--- config.mk ---
export PLATFORM = sky130hd
export DESIGN_NAME = ascon_xof_trimmer
export DESIGN_NICKNAME = d
export VERILOG_FILES = /design/src/rtl/ascon_pkg.sv /design/src/rtl/ascon_axis_skid.sv /design/src/rtl/ascon_xof_trimmer.sv
export SDC_FILE = /design/constraint.sdc
export NUM_CORES = 1
export LEC_CHECK = 0
export ABC_CLOCK_PERIOD_IN_PS = 2760
export BUFFER_PORTS_ARGS = -buffer_cell sky130_fd_sc_hd__buf_2
export CAP_MARGIN = 10
export CORE_UTILIZATION = 50
export DETAILED_ROUTE_END_ITERATION = 12
export PLACE_DENSITY = 0.81
export SYNTH_ARGS = -nofsm -noshare
export SYNTH_HDL_FRONTEND = slang
export SYNTH_SLANG_ARGS = --single-unit
--- constraint.sdc ---
create_clock -name clk -period 2.76 [get_ports clk]
set_input_delay 0 -clock clk [delete_from_list [all_inputs] [get_ports clk]]
set_output_delay 0 -clock clk [all_outputs]
set_load 0.03 [all_outputs]
--- src/rtl/ascon_pkg.sv ---
// Shared types and helpers for the Ascon accelerator datapath blocks.
package ascon_pkg;

  typedef logic [2:0] axi_tuser_t;

  typedef enum logic [1:0] {
    IDLE  = 2'd0,
    PASS  = 2'd1,
    FLUSH = 2'd2,
    FIN   = 2'd3
  } trim_state_t;

  // Low-byte keep mask for n valid bytes; anything from 8 up is a full lane.
  function automatic logic [7:0] keep_from_bytes(logic [3:0] n);
    logic [15:0] ones;
    if (n >= 4'd8) begin
      return 8'hFF;
    end
    ones = (16'd1 << n) - 16'd1;
    return ones[7:0];
  endfunction

endpackage

--- src/rtl/ascon_axis_skid.sv ---
// AXI4-Stream output register slice: 2-entry skid buffer with registered
// s_ready when ASCON_TRIM_SKID_EN is defined, otherwise a single register.
module ascon_axis_skid #(
  parameter int W = 76
) (
  input  logic         clk,
  input  logic         rst,
  input  logic         s_valid,
  output logic         s_ready,
  input  logic [W-1:0] s_data,
  output logic         m_valid,
  input  logic         m_ready,
  output logic [W-1:0] m_data,
  output logic         empty_o
);

  // A beat moves on a side when valid && ready at posedge clk; a held beat
  // keeps valid and data stable until taken, and ready never looks at valid.
`ifdef ASCON_TRIM_SKID_EN
  logic         main_v_q, main_v_d, skid_v_q, skid_v_d, rdy_q, rdy_d;
  logic [W-1:0] main_q, main_d, skid_q, skid_d;

  always_comb begin
    main_v_d = main_v_q;
    main_d   = main_q;
    skid_v_d = skid_v_q;
    skid_d   = skid_q;
    if (main_v_q && m_ready) begin
      main_v_d = skid_v_q;
      if (skid_v_q) main_d = skid_q;
      skid_v_d = 1'b0;
    end
    if (s_valid && rdy_q) begin
      if (!main_v_d) begin
        main_v_d = 1'b1;
        main_d   = s_data;
      end else begin
        skid_v_d = 1'b1;
        skid_d   = s_data;
      end
    end
    rdy_d = !skid_v_d;
  end

  always_ff @(posedge clk) begin
    if (rst) begin
      main_v_q <= 1'b0;
      skid_v_q <= 1'b0;
      rdy_q    <= 1'b0;
      main_q   <= '0;
      skid_q   <= '0;
    end else begin
      main_v_q <= main_v_d;
      skid_v_q <= skid_v_d;
      rdy_q    <= rdy_d;
      main_q   <= main_d;
      skid_q   <= skid_d;
    end
  end

  assign s_ready = rdy_q;
  assign empty_o = !main_v_q && !skid_v_q;
`else
  logic         main_v_q, main_v_d;
  logic [W-1:0] main_q, main_d;

  assign s_ready = !main_v_q || m_ready;

  always_comb begin
    main_v_d = main_v_q;
    main_d   = main_q;
    if (m_ready) main_v_d = 1'b0;
    if (s_valid && s_ready) begin
      main_v_d = 1'b1;
      main_d   = s_data;
    end
  end

  always_ff @(posedge clk) begin
    if (rst) begin
      main_v_q <= 1'b0;
      main_q   <= '0;
    end else begin
      main_v_q <= main_v_d;
      main_q   <= main_d;
    end
  end

  assign empty_o = !main_v_q;
`endif

  assign m_valid = main_v_q;
  assign m_data  = main_q;

endmodule

--- src/rtl/ascon_xof_trimmer.sv ---
// Truncates the Ascon XOF squeeze stream to L bytes, aborts the squeeze and
// drains surplus beats. Output slice form is selected by ASCON_TRIM_SKID_EN.
module ascon_xof_trimmer
  import ascon_pkg::*;
#(
  parameter int C_AXIS_TDATA_WIDTH = 64,
  parameter int C_AXIS_TUSER_WIDTH = 3,
  parameter int C_LEN_WIDTH        = 32
) (
  input  logic                            clk,
  input  logic                            rst,
  input  logic                            start_i,
  input  logic [C_LEN_WIDTH-1:0]          len_i,
  output logic                            busy_o,
  output logic                            done_o,
  output logic                            abort_o,
  input  logic [C_AXIS_TDATA_WIDTH-1:0]   s_axis_tdata,
  input  logic [C_AXIS_TDATA_WIDTH/8-1:0] s_axis_tkeep,
  input  logic [C_AXIS_TUSER_WIDTH-1:0]   s_axis_tuser,
  input  logic                            s_axis_tlast,
  input  logic                            s_axis_tvalid,
  output logic                            s_axis_tready,
  output logic [C_AXIS_TDATA_WIDTH-1:0]   m_axis_tdata,
  output logic [C_AXIS_TDATA_WIDTH/8-1:0] m_axis_tkeep,
  output logic [C_AXIS_TUSER_WIDTH-1:0]   m_axis_tuser,
  output logic                            m_axis_tlast,
  output logic                            m_axis_tvalid,
  input  logic                            m_axis_tready,
  output trim_state_t                     dbg_state_o
);

  localparam int KW = C_AXIS_TDATA_WIDTH / 8;
  localparam int PW = C_AXIS_TUSER_WIDTH + 1 + KW + C_AXIS_TDATA_WIDTH;

  trim_state_t              state_q, state_d;
  logic [C_LEN_WIDTH-1:0]   rem_q, rem_d;
  logic                     abort_q, abort_d, done_q, done_d;
  logic                     sk_s_ready, sk_empty, push;
  logic [KW-1:0]            out_keep;
  logic                     out_last;
  logic [C_AXIS_TDATA_WIDTH-1:0] out_data;
  logic                     rem_gt8;

  assign rem_gt8 = rem_q > C_LEN_WIDTH'(8);

  always_comb begin
    state_d       = state_q;
    rem_d         = rem_q;
    abort_d       = 1'b0;
    done_d        = 1'b0;
    s_axis_tready = 1'b0;
    out_keep      = '1;
    out_last      = 1'b0;
    case (state_q)
      IDLE: begin
        if (start_i) begin
          rem_d = len_i;
          if (len_i == '0) begin
            state_d = FIN;
            abort_d = 1'b1;
          end else begin
            state_d = PASS;
          end
        end
      end
      PASS: begin
        s_axis_tready = sk_s_ready;
        // Upstream tlast before L is reached ends the run without an abort.
        if (rem_gt8) begin
          if (s_axis_tlast) begin
            out_keep = s_axis_tkeep;
            out_last = 1'b1;
          end
        end else begin
          out_keep = keep_from_bytes(rem_q[3:0]);
          out_last = 1'b1;
        end
        if (s_axis_tvalid && sk_s_ready) begin
          if (rem_gt8) begin
            if (s_axis_tlast) state_d = FIN;
            else              rem_d   = rem_q - C_LEN_WIDTH'(8);
          end else begin
            abort_d = 1'b1;
            state_d = s_axis_tlast ? FIN : FLUSH;
          end
        end
      end
      FLUSH: begin
        s_axis_tready = 1'b1;
        if (!s_axis_tvalid || s_axis_tlast) state_d = FIN;
      end
      FIN: begin
        if (sk_empty) begin
          done_d  = 1'b1;
          state_d = IDLE;
        end
      end
      default: state_d = IDLE;
    endcase
  end

  always_comb begin
    out_data = '0;
    for (int i = 0; i < KW; i++) begin
      out_data[8*i +: 8] = s_axis_tdata[8*i +: 8] & {8{out_keep[i]}};
    end
  end

  always_ff @(posedge clk) begin
    if (rst) begin
      state_q <= IDLE;
      rem_q   <= '0;
      abort_q <= 1'b0;
      done_q  <= 1'b0;
    end else begin
      state_q <= state_d;
      rem_q   <= rem_d;
      abort_q <= abort_d;
      done_q  <= done_d;
    end
  end

  assign push = (state_q == PASS) && s_axis_tvalid && sk_s_ready;

  ascon_axis_skid #(.W(PW)) u_out (
    .clk     (clk),
    .rst     (rst),
    .s_valid (push),
    .s_ready (sk_s_ready),
    .s_data  ({s_axis_tuser, out_last, out_keep, out_data}),
    .m_valid (m_axis_tvalid),
    .m_ready (m_axis_tready),
    .m_data  ({m_axis_tuser, m_axis_tlast, m_axis_tkeep, m_axis_tdata}),
    .empty_o (sk_empty)
  );

  assign busy_o      = (state_q != IDLE);
  assign done_o      = done_q;
  assign abort_o     = abort_q;
  assign dbg_state_o = state_q;

endmodule

== Word-level counts from Yosys, hierarchy flattened ==
Cells that the tools add are included.
Operators by class
  $add $sub $neg: 2
  order comparisons: 2
  equal/unequal tests: 10
  shifts and indexed selects: 1
  muxes and demuxes: 34
  bitwise logic cells: 9
  reductions and logical operators: 16
Operator list (number)
  2-to-1 mux 32 bit: 4
  bitwise AND 8 bit: 8
  one-hot mux 32 bit (2 select lines): 1
  2-to-1 mux 8 bit: 5
  > comparator 32 x 4 -> 1 bit (second input constant): 1
  zero test 32 bit: 1
  subtractor 32 x 4 -> 32 bit (second input constant): 1
  2-to-1 mux 1 bit: 14
  2-to-1 mux 2 bit: 7
  != test 2 bit (second input constant): 6
  AND reduction 5 bit: 2
  one-hot mux 2 bit (4 select lines): 1
  left shift 1 x 4 -> 8 bit (first input constant): 1
  subtractor 8 x 1 -> 8 bit (second input constant): 1
  nonzero test 2 bit: 3
  == test 2 bit (second input constant): 2
  >= comparator 4 bit (second input constant): 1
  logical AND 1 bit: 4
  one-hot mux 1 bit (2 select lines): 2
  != test 3 bit (second input constant): 1
  == test 2 x 1 -> 1 bit (second input constant): 1
  zero test 1 bit: 2
  zero test 2 bit: 1
  logical OR 1 bit: 2
  2 further kinds: 2
Word-level totals
  bits in registers: 113
  input bits: 113
  output and inout bits: 83
  logic and storage cells: 80

== Logic depth before layout (Yosys ltp) ==
Gate-level depths: netlist (run 1).
  depth in word-level cells: 8
  depth in mapped cells: 10
  mapped depth without buffers: 8

== By module ==
From an unflattened synthesis (run 1), not the netlist that was laid out.
Second synthesis, totals
  cells, all modules: 769
  area, all modules: 7178.1 um2
By module, submodules not included
  ascon_axis_skid: instances 1, cells each 352, area each 4048.9 um2, sequential area each 1541.5 um2
  ascon_xof_trimmer: instances 1, cells each 417, area each 3129.3 um2, sequential area each 720.7 um2

== Least setup slack after synthesis (run 1) ==
OpenSTA, ideal clock, no wires.
  kind: reg2reg
  from: register state_q[1], in the netlist dbg_state_o[1]
  to: register rem_q[10]
  setup time: 87 ps
  data arrival time: 2311 ps
  data required time: 2673 ps
  setup slack: 362 ps
  cell stages (with the launch flop): 10
  path buffers: 2
  period minus slack after synthesis: 2398 ps
  cell sequence: dfxtp_1 -> inv_1 -> ha_1 -> buf_2 -> nand3b_1 -> nand4_1 -> o21ai_0 -> nand2_1 -> buf_2 -> o31ai_1
Between the ends
  word-level cells in the longest chain between the ends: 3
  elaborated cells between the ends (all ways): 9
  those cells by class: eq/ne: 5; mux: 1; reduce/logical: 3
Ends and longest elaborated chain
  start, declared: line ascon_xof_trimmer.sv:35  | trim_state_t state_q, state_d;
  start signal, assigned: line ascon_xof_trimmer.sv:116  | state_q <= state_d;
  == test 2 x 1 -> 1 bit or zero test 2 bit (tied branches): line ascon_xof_trimmer.sv:54  | case (state_q)
  != test 2 bit (no line) or nonzero test 2 bit (tied branches)
  AND reduction 5 bit (no line)
  end signal, assigned: line ascon_xof_trimmer.sv:117  | rem_q <= rem_d;
  end, declared: line ascon_xof_trimmer.sv:36  | logic [C_LEN_WIDTH-1:0] rem_q, rem_d;
Parallel ways exist; a longest one is shown, timed or not.
A chain may end at the register's enable or synchronous reset.

== Worst setup path after layout (run 1) ==
  from: register rem_q[3]
  to: register u_out.main_q[37], in the netlist u_out.m_data[37]
Between the ends
  word-level cells in the longest chain between the ends: 8
  elaborated cells between the ends (all ways): 11
  those cells by class: add/sub: 1; order compare: 2; shift: 1; mux: 6; bitwise: 1
Ends and longest elaborated chain
  >= comparator 4 bit: line ascon_pkg.sv:16  | if (n >= 4'd8) begin
  2-to-1 mux 1 bit: line ascon_pkg.sv:16
  2-to-1 mux 1 bit: line ascon_xof_trimmer.sv:69  | if (rem_gt8) begin
  2-to-1 mux 1 bit: line ascon_xof_trimmer.sv:54
  2-to-1 mux 8 bit: line ascon_pkg.sv:19  | ones = (16'd1 << n) - 16'd1;
  2-to-1 mux 8 bit *: line ascon_xof_trimmer.sv:69
  2-to-1 mux 8 bit *: line ascon_xof_trimmer.sv:54
  bitwise AND 8 bit *: line ascon_xof_trimmer.sv:105  | out_data[8*i +: 8] = s_axis_tdata[8*i +: 8] & {8{out_keep[i]}};
  end signal, assigned: line ascon_axis_skid.sv:85  | main_q <= main_d;
  end, declared: line ascon_axis_skid.sv:65  | logic [W-1:0] main_q, main_d;
Every way passes the cells marked *; elsewhere a longest branch is shown, timed or not. The select of a mux whose other input is x is not followed.

==> results of run 1 <==
## cell usage after synthesis (all sizes together) (3+ instances only)
master	count	area (um^2)
dfxtp	113	2262
a32o	48	480.5
nand2	43	161.4
nor2	35	131.4
clkbuf	31	116.4
a21oi	24	120.1
a22o	22	192.7
nor4	21	173.9
nor3	20	110.1
nand4	15	93.84
o31ai	15	112.6
o311ai	12	105.1
inv	11	41.29
nand3	11	67.57
buf	10	61.31
mux2i	9	90.09
a31oi	8	62.56
and3	8	50.05
ha	8	100.1
o21ai	7	35.03
o32ai	7	61.31
nor2b	5	31.28
a21o	4	30.03
a22oi	4	30.03
a311oi	4	41.29
nand2b	4	25.02
nor4b	4	41.29
o31a	4	35.03
o41ai	4	35.03
a211oi	3	27.52
or3	3	18.77
## what timing repair did
action,CTS,global route
endpoints found under the setup margin,0,6
hold endpoints to repair,103,0
hold buffers,105,0
resized for setup,0,2
## sequential cells by signal, indices dropped and copies added, names as in the netlist
name and count:
u_out.m_valid 1, u_out.m_data 76, dbg_state_o 2, abort_o 1
rem_q 32, done_o 1
## area by class of cell
| type | instances | area, um^2 | share of cell area |
|---|---|---|---|
| Antenna cell | 1 | 2.502 | 0.0003081 |
| Sequential cell | 113 | 2262 | 0.2785 |
| Clock inverter | 14 | 205.2 | 0.02526 |
| Clock buffer | 18 | 417.9 | 0.05145 |
| Inverter | 11 | 41.29 | 0.005083 |
| Timing Repair Buffer | 323 | 2200 | 0.2708 |
| Tap cell | 136 | 170.2 | 0.02095 |
| Multi-Input combinational cell | 390 | 2824 | 0.3477 |
## logic make-up after synthesis
| logic type | share of synthesized area |
|---|---|
| compound gates | 0.2961 |
| xor+xnor | 0.003317 |
| fa+ha+maj | 0.01895 |
| buf+inv | 0.04145 |
| flops | 0.4282 |
| mux | 0.02203 |
| simple gates | 0.1900 |
## worst max-delay path, cell delays in order, from the launching register on
cell and delay, ns:
dfxtp_1 0.47, ha_1 0.22, nor4b_2 0.32, o21a_1 0.32, nand3_4 0.26, a211oi_2 0.66
a22o_1 0.27
## power groups by stage
stage	logic, uW	registers (uW)	clock network [uW]
final	4090	2320	2340
after CTS	3930	2280	2310
after global routing	4340	2350	2420
after floorplan	2410	2510	0
after detailed placement	3780	2320	0
after global placement	3680	2290	0
## routing by layer
| layer | share of wire | global-route usage |
|---|---|---|
| met1 | 0.36 | 0.4207 |
| met2 | 0.50 | 0.6883 |
| met3 | 0.084 | 0.1017 |
| met4 | 0.057 | 0.2555 |
| met5 | 0 | 0 |
## worst paths after layout
check | endpoint | slack (ns) | startpoint | cells past startpoint
worst max-delay path | u_out.m_data[37] | 0.17 | rem_q[3] | 6
worst min-delay path | u_out.m_data[66] | 0.03 | s_axis_tkeep[2] | 4
worst max register to register | u_out.m_data[37] | 0.17 | rem_q[3] | 6
worst min register to register | u_out.m_data[55] | 0.47 | u_out.m_data[55] | 1
## stage by stage
step                power, uW  hold WS [ns]  worst slack (ns)
detailed placement       6099        0.2158            0.2447
finish                   8751       0.02773            0.1744
global placement         5975        0.2115            0.3959
CTS                      8526       0.01182            0.2126
global route             9108       0.01839           0.07335
floorplan                4925        0.1257            0.3619
==> results.json, run 1 <==
{
  "rsz0062_at_grt": "no",
  "final_core_util": 0.7904,
  "port_buffers": 195,
  "final_cell_mix": "buf_2 (195), dfxtp_1 (113), dlygate4sd3_1 (105)",
  "syn_nets": 676,
  "internal_power_uw": 4924,
  "rows": 37,
  "synth_seq_cells": 113,
  "pwr-share-seq": 0.265,
  "die_w_um": 104.8,
  "dr.first_iter.drc_count": 869,
  "worstMarginPinSlew_ns": 0.9290,
  "ys_seq_area_frac": 0.4282,
  "status": "finished, final reports clean",
  "ant_nets": 0,
  "syn_inst": 555,
  "max_slew_margin": 0.3792,
  "clock.fmax_ghz": 0.3868,
  "cts_max_level": 4,
  "yosysUniqueCellTypes": 72,
  "ys_async_sr_fraction": 0,
  "crit_path_end_kind": "register",
  "insertion_delay_ns": 0.53,
  "antenna_found_initial": 1,
  "synth-edff-count": 0,
  "grt_max_degree": 55,
  "gp_congestion": 0.9089,
  "final_nets": 977,
  "cp.required_ns": 3.22,
  "critPathLaunchType": "register",
  "slew_violations": 0,
  "drive_gt1_frac": 0.3165,
  "synth.avg_cell_area_um2": 9.518,
  "p_switching_uw": 3827,
  "wl_per_cell_um": 21.66,
  "dr_total_vias": 6511,
  "fill_cells": 654,
  "switching_share": 0.4374,
  "grt_overflow": 0,
  "core_area_mm2": 0.01028,
  "die_area_mm2": 0.01098,
  "grt_use_total": 0.3942,
  "synth_ff_type": "dfxtp_1",
  "final_common_cell": "buf_2",
  "cts_buffer_depth": 2,
  "firstDrtPassIters": 6,
  "combPwrFrac": 0.468,
  "cts_sinks": 113,
  "hpwl_um": 12380,
  "fin_area_mm2": 0.008123,
  "syn2layout_area_growth_pct": 53.77,
  "start_util": 0.5140,
  "max-cap-violations": 0,
  "clock_power_share": 0.267,
  "wirelength_um": 21790,
  "cts_tree": "done",
  "max-vdd-ir-drop_mv": 0.6274,
  "setup_violations": 0,
  "clk_pin_slew_ns": 0.06,
  "leakage_uw": 0.003513,
  "io_pins": 196,
  "grt_pass1_vias": 6386,
  "dp_cells": 868,
  "period_needed_ns": 2.586,
  "yosysWarnings": 0,
  "layout.cells.non_filler": 1006,
  "die_h_um": 104.8,
  "drc": 0,
  "cts_made_buffers": 17,
  "post-cts-setup-buffers": 0,
  "hold_class": "in -> reg",
  "cts-root-buf": "clkbuf_8",
  "cp_data_arrival_time_ns": 3.04,
  "cp_max_fo": 13,
  "crit_type": "reg -> reg",
  "grt_first_pass_wirelength_um": 33770,
  "via_per_inst": 6.472,
  "synthesis.area_mm2": 0.005283,
  "place_area_mm2": 0.006439,
  "clock_skew_ns": 0.009924,
  "min_period_over_period": 0.9368,
  "finalHoldViolations": 0,
  "tns_ns": 0,
  "cellPowerDensity_mw_per_mm2": 1077
}
Note: power is estimated with default switching activity, not from simulation.
==> inputs of run 2 (changes only) <==
--- a/config.mk
+++ b/config.mk
@@ -5,12 +5,12 @@
 export SDC_FILE = /design/constraint.sdc
 export NUM_CORES = 1
 export LEC_CHECK = 0
-export ABC_CLOCK_PERIOD_IN_PS = 2760
+export ABC_CLOCK_PERIOD_IN_PS = 2100
 export BUFFER_PORTS_ARGS = -buffer_cell sky130_fd_sc_hd__buf_2
 export CAP_MARGIN = 10
-export CORE_UTILIZATION = 50
+export CORE_UTILIZATION = 45
 export DETAILED_ROUTE_END_ITERATION = 12
-export PLACE_DENSITY = 0.81
+export PLACE_DENSITY = 0.77
 export SYNTH_ARGS = -nofsm -noshare
 export SYNTH_HDL_FRONTEND = slang
 export SYNTH_SLANG_ARGS = --single-unit
==> constraint.sdc (replaced) <==
create_clock -name clk -period 2.1 [get_ports clk]
set_input_delay 0 -clock clk [delete_from_list [all_inputs] [get_ports clk]]
set_output_delay 0 -clock clk [all_outputs]
set_load 0.03 [all_outputs]
==> run 2 against run 1 <==
The flow now finishes with violations (setup timing). Total power grew 55%. Global-route usage shrank 3.5 points. Clock power grew 36%. Via count grew 1.7%. Sequential share of layout area shrank 2.3 points. Hold slack lost 0.013 ns. Critical endpoint is now rem_q[23]. Register-to-register slack lost 0.18 ns. Wire length grew 3.3%. Design area grew 9.2%. Critical path type unchanged. Combinational power grew 81%. Highest routed layer unchanged.
==> results.json, run 2 (same netlist as run 1, synthesis figures left out) <==
{
  "final_cell_mix": "buf_2 (195), dfxtp_1 (111), dlygate4sd3_1 (92)",
  "clk_pin_slew_ns": 0.05,
  "pwr-share-seq": 0.221,
  "max-cap-violations": 0,
  "firstDrtPassIters": 5,
  "rows": 39,
  "cp_num_buf_inv": 3,
  "slew_violations": 0,
  "grt_first_pass_wirelength_um": 32860,
  "cts_max_level": 4,
  "crit_type": "reg -> reg",
  "grt_pass1_vias": 6506,
  "dr.first_iter.drc_count": 707,
  "internal_power_uw": 7916,
  "start_util": 0.4626,
  "period_needed_ns": 2.103,
  "die_h_um": 110.3,
  "cp_data_arrival_time_ns": 2.43,
  "ant_nets": 0,
  "syn2layout_area_growth_pct": 67.86,
  "gp_congestion": 0.8984,
  "clock.fmax_ghz": 0.4754,
  "reg2reg_depth": 9,
  "die_w_um": 110.3,
  "worstReg2RegEnd": "rem_q[23]",
  "cts_made_buffers": 17,
  "slowest_stage": "dfxtp_1",
  "setup_violations": 1,
  "cp.required_ns": 2.43,
  "largest_register_ff_count": 76,
  "layout_setup_ws_ns": -0.003400,
  "grt_use_total": 0.3592,
  "cts-root-buf": "clkbuf_16",
  "cp-endpoint": "rem_q[23]",
  "via_per_inst": 6.213,
  "cp.depth": 9,
  "rsz0062_at_grt": "yes",
  "finalHoldViolations": 0,
  "clock_skew_ns": 0.006552,
  "hpwl_um": 13580,
  "port_buffers": 195,
  "whs_ns": 0.01423,
  "io_pins": 196,
  "combPwrFrac": 0.546,
  "wirelength_um": 22510,
  "reg2reg_slack_ns": -0.003,
  "crit_path_end_kind": "register",
  "leakage_uw": 0.003883,
  "worstMarginPinSlew_ns": 0.5863,
  "cp_slowest_stage_delay_ns": 0.33,
  "drive_gt1_frac": 0.4111,
  "wl_per_cell_um": 21.11,
  "final_common_cell": "buf_2",
  "cp_max_fo": 8,
  "antenna_found_initial": 0,
  "startpoint": "rem_q[3]",
  "drc": 0,
  "min_period_over_period": 1.002,
  "grt_max_degree": 55,
  "switching_share": 0.4176,
  "hold_class": "in -> reg",
  "r2r-start": "rem_q[3]",
  "die_area_mm2": 0.01218,
  "total_power_uw": 13590,
  "cts_tree": "done",
  "final_core_util": 0.7766,
  "violations": "setup timing",
  "critPathLaunchType": "register",
  "max_slew_margin": 0.6014,
  "insertion_delay_ns": 0.42,
  "final_nets": 1030,
  "cts_sinks": 113,
  "crit_family": "simple AND/OR/NAND/NOR gates",
  "cellPowerDensity_mw_per_mm2": 1533,
  "clock_power_share": 0.234,
  "p_switching_uw": 5676,
  "max-vdd-ir-drop_mv": 0.9983,
  "dr_total_vias": 6623,
  "core_area_mm2": 0.01142,
  "status": "finished, violations left",
  "crit_chain": "inv_1 > ha_2 > nor4b_4 > nand2_1 > buf_6 > buf_4 > nor4_4 > mux2i_1 > o31ai_1",
  "cts_buffer_depth": 2,
  "grt_overflow": 0
}
[run 2: cell types whose count changed in the layout (fill, tap and decap cells not counted), moves of 4 or more]
cell           change
dlygate4sd3_1     -13
buf_12             +5
o311ai_1           +4
o311ai_0           -5
nor3_1             -5
nor3_2             +4
ha_1               -4
clkinv_4           -5
buf_4             +59
clkbuf_8           +4
[run 2: final cells by class]
| class | count | area [um^2] |
|---|---|---|
| antenna | 1 | 2.502 |
| clock buffer | 23 | 498.0 |
| clock inverter | 9 | 151.4 |
| fill | 721 | 2551 |
| inverter | 11 | 41.29 |
| multi-input combinational | 390 | 3093 |
| sequential | 113 | 2267 |
| tap | 143 | 178.9 |
| timing repair buffer | 376 | 2635 |
[run 2: timing repair]
item	in CTS	in global routing
hold buffers	92	0
endpoints found under the hold margin	92	0
resized for setup	19	39
pin swaps	3	10
buffers inserted	2	4
endpoints found under the setup margin	72	99
[run 2: worst min-delay path by stage]
stage / start / to / slack (ns) / cells past startpoint
floorplan: s_axis_tdata[32] / u_out.m_data[32] / 0.13 / 1
global placement: s_axis_tdata[39] / u_out.m_data[39] / 0.21 / 2
detailed placement: s_axis_tdata[40] / u_out.m_data[40] / 0.22 / 2
CTS: len_i[15] / rem_q[15] / 0.001 / 3
global route: len_i[15] / rem_q[15] / 0.01 / 3
finish: len_i[15] / rem_q[15] / 0.01 / 3
[run 2: layer usage]
metal	part of all wire	wire length, um	GRT usage
met1	0.37	8341	0.3921
met5	0	0	0
met4	0.047	1052	0.2293
met3	0.084	1888	0.1170
met2	0.50	11220	0.5989
[run 2: worst register-to-register path: stages (launching register included)]
cell,delay [ns]
dfxtp_1,0.33
inv_1,0.09
ha_2,0.20
nor4b_4,0.30
nand2_1,0.15
buf_6,0.18
buf_4,0.17
nor4_4,0.22
mux2i_1,0.14
o31ai_1,0.24
[run 2: power groups by stage]
| stage | clock network, uW | logic (uW) | registers (uW) |
|---|---|---|---|
| finish | 3180 | 7420 | 3000 |
| global route | 3300 | 7880 | 3040 |
| global placement | 0 | 6160 | 2930 |
| CTS | 3180 | 6680 | 2930 |
| detailed placement | 0 | 6310 | 2960 |
| floorplan | 0 | 3210 | 3310 |
[run 2: metrics by stage]
step	std cells	TNS [ns]	instance area, um^2	setup WS (ns)
final	1066	-0.003400	8867	-0.003400
after global routing	1065	-2.095	8865	-0.1028
after CTS	1061	-0.002490	8651	-0.002490
after detailed placement	935	-8.008	6964	-0.1999
after global placement	935	-1.047	6964	-0.05377
after floorplan	555	-0.009448	5301	-0.009448
==> inputs of run 3 (changes only) <==
--- a/config.mk
+++ b/config.mk
@@ -5,10 +5,11 @@
 export SDC_FILE = /design/constraint.sdc
 export NUM_CORES = 1
 export LEC_CHECK = 0
+export ABC_AREA = 1
 export ABC_CLOCK_PERIOD_IN_PS = 2100
 export BUFFER_PORTS_ARGS = -buffer_cell sky130_fd_sc_hd__buf_2
 export CAP_MARGIN = 10
-export CORE_UTILIZATION = 45
+export CORE_UTILIZATION = 46
 export DETAILED_ROUTE_END_ITERATION = 12
 export PLACE_DENSITY = 0.77
 export SYNTH_ARGS = -nofsm -noshare
==> run 3 against run 2 <==
Total power fell by 10%. Combinational power shrank 17%. The flow now finishes without violations. Hold slack better by 0.0031 ns. Fmax grew 7.5%.
==> results.json, run 3 <==
{
  "cts_made_buffers": 17,
  "start_util": 0.4789,
  "final_common_cell": "nand2_1",
  "die_area_mm2": 0.01312,
  "grt_overflow": 0,
  "rows": 40,
  "synth_top_family_by_area": "simple AND/OR/NAND/NOR gates",
  "slew_violations": 0,
  "layout.cells.non_filler": 1376,
  "insertion_delay_ns": 0.42,
  "drive_gt1_frac": 0.2328,
  "gp_congestion": 0.9434,
  "core_area_mm2": 0.01216,
  "dr.first_iter.drc_count": 614,
  "max-vdd-ir-drop_mv": 1.071,
  "die_h_um": 114.5,
  "synth.avg_cell_area_um2": 6.429,
  "max_slew_margin": 0.4060,
  "grt_pass1_vias": 6682,
  "hold_class": "in -> reg",
  "cellPowerDensity_mw_per_mm2": 1409,
  "syn_nets": 1027,
  "cts-root-buf": "clkbuf_16",
  "yosysWarnings": 0,
  "grtUsageMet2": 0.5164,
  "use_met3": 0.07835,
  "rsz0062_at_grt": "no",
  "crit_type": "reg -> reg",
  "antenna_found_initial": 0,
  "worstMarginPinSlew_ns": 0.8910,
  "whs_path_depth": 5,
  "status": "finished, final reports clean",
  "ys_seq_area_frac": 0.3884,
  "largest_register_ff_count": 76,
  "io_pins": 196,
  "clock.fmax_ghz": 0.5109,
  "leakage_uw": 0.004108,
  "synth_fa_ha_area_frac": 0.01719,
  "worstReg2RegEnd": "dbg_state_o[0]",
  "firstDrtPassIters": 8,
  "cts_sinks": 113,
  "grt_max_degree": 84,
  "reg2reg_slack_ns": 0.14,
  "yosys.area.top_type": "dfxtp_1",
  "met1_usage": 0.3684,
  "period_needed_ns": 1.957,
  "dp_cells": 1246,
  "crit_path_end_kind": "register",
  "synth_top_area_share": 0.3884,
  "synth_top_cells_by_count": "nand2_1 (265), nor2_1 (133), dfxtp_1 (113), nand3_1 (105), a21oi_1 (93)",
  "drc": 0,
  "synth_ff_type": "dfxtp_1",
  "r2r-start": "dbg_state_o[1]",
  "cts_tree": "done",
  "wl_per_cell_um": 14.54,
  "synth-edff-count": 0,
  "synthSimpleGateAreaFrac": 0.3817,
  "die_w_um": 114.5,
  "clk_pin_slew_ns": 0.06,
  "final_nets": 1315,
  "port_buffers": 195,
  "yosysUniqueCellTypes": 30,
  "hold_path_startpoint": "len_i[20]",
  "whs_ns": 0.01737,
  "fill_cells": 976,
  "grt_use_total": 0.3111,
  "setup_violations": 0,
  "ys_async_sr_fraction": 0,
  "clock_skew_ns": 0.01619,
  "cp_max_fo": 11,
  "hpwl_um": 12380,
  "syn_inst": 906,
  "grt-busiest-layer": "met2",
  "syn2layout_area_growth_pct": 48.18,
  "via_per_inst": 5.134,
  "final_cell_mix": "nand2_1 (263), buf_2 (195), nor2_1 (129)",
  "synth-xor-area-share": 0.01353,
  "synth_area_leaders": "dfxtp_1 (39%), nand2_1 (17%), nand3_1 (9.0%)",
  "cp.required_ns": 2.36,
  "cts_buffer_depth": 2,
  "wirelength_um": 20010,
  "synth_seq_cells": 113,
  "yosysMostFrequentCell": "nand2_1",
  "min_period_over_period": 0.9320,
  "finalHoldViolations": 0,
  "grt_first_pass_wirelength_um": 31860,
  "cp_data_arrival_time_ns": 2.22,
  "reg2reg_depth": 8,
  "dr_total_vias": 7065,
  "cts_max_level": 4,
  "max-cap-violations": 0,
  "tns_ns": 0,
  "hold_end": "rem_q[20]",
  "layout_setup_ws_ns": 0.1428,
  "synthesis.area_mm2": 0.005824,
  "dp_slack_ns": 0.04262,
  "synthMuxAreaShare": 0,
  "synth_compound_area_frac": 0.1257,
  "critPathLaunchType": "register",
  "ant_nets": 0
}
[run 3: cell types whose count changed in the layout (fill, tap and decap cells not counted), sizes merged, moves of 12 or more]
cell and delta:
inv +59, a32o -48, a21oi +69, nor3 -19
a22o -22, nor2 +99, o21ai +31, nand3 +99
nand2 +229, buf -71, o31ai -15, o311ai -12
nor4 -20
[run 3: layout make-up]
cell class	instances	area, um^2	share of cell area
Multi-Input combinational cell	685	3187	0.3692
Sequential cell	113	2265	0.2624
Timing Repair Buffer	310	2120	0.2456
Clock buffer	18	439.2	0.05088
Inverter	67	251.5	0.02914
Tap cell	168	210.2	0.02435
Clock inverter	14	156.4	0.01812
Antenna cell	1	2.502	0.0002899
[run 3: timing repair]
item                                    CTS  global route
buffers inserted                          0             0
gates resized for setup                   0             9
endpoints found under the setup margin    0            70
hold endpoints to repair                 97             0
hold buffers                             97             0
[run 3: worst max-delay path by stage]
stage	start	to	slack, ns	cells after the start
floorplan	dbg_state_o[0]	rem_q[11]	0.1	8
global placement	rem_q[3]	u_out.m_data[66]	0.15	12
detailed placement	rem_q[3]	u_out.m_data[69]	0.04	12
CTS	rem_q[3]	u_out.m_data[69]	0.04	12
global route	rem_q[2]	u_out.m_data[66]	0.002	11
finish	dbg_state_o[1]	dbg_state_o[0]	0.14	8
[run 3: logic make-up after synthesis]
family / after synthesis
AO/OA/AOI/OAI: 137
XOR/XNOR: 9
adder cells (fa/ha/maj): 8
buffers and inverters: 108
flip-flops: 113
AND/OR/NAND/NOR: 531
[run 3: power breakdown]
part	total, uW	switching [uW]	internal (uW)	leakage [uW]
clock	2900	1110	1790	0.000280
combinational	6150	4010	2140	0.00291
sequential	3120	444	2680	0.000923
total	12200	5560	6600	0.00411
[run 3: per-stage QoR]
step / area [um^2] / utilization / total power [uW]
floorplan: 5831 / - / 7270
global placement: 7020 / 0.5773 / 8909
detailed placement: 7020 / 0.5773 / 8945
CTS: 8587 / 0.7061 / 12010
global route: 8628 / 0.7095 / 13120
finish: 8631 / 0.7097 / 12160
[run 3: critical path, cell delays in order (launching register included)]
cell and delay (ns):
dfxtp_2 0.36, inv_1 0.10, ha_1 0.22, inv_2 0.20, o22ai_1 0.17, nor2_1 0.25
o21ai_0 0.17, o21ai_0 0.23, a21oi_1 0.10
[run 3: per-layer routing]
| metal | up-vias | routed length, um |
|---|---|---|
| met5 | - | 0 |
| met4 | 0 | 810 |
| met3 | 71 | 1542 |
| met2 | 321 | 9620 |
| met1 | 3188 | 8032 |
| li1 | 3485 | - |
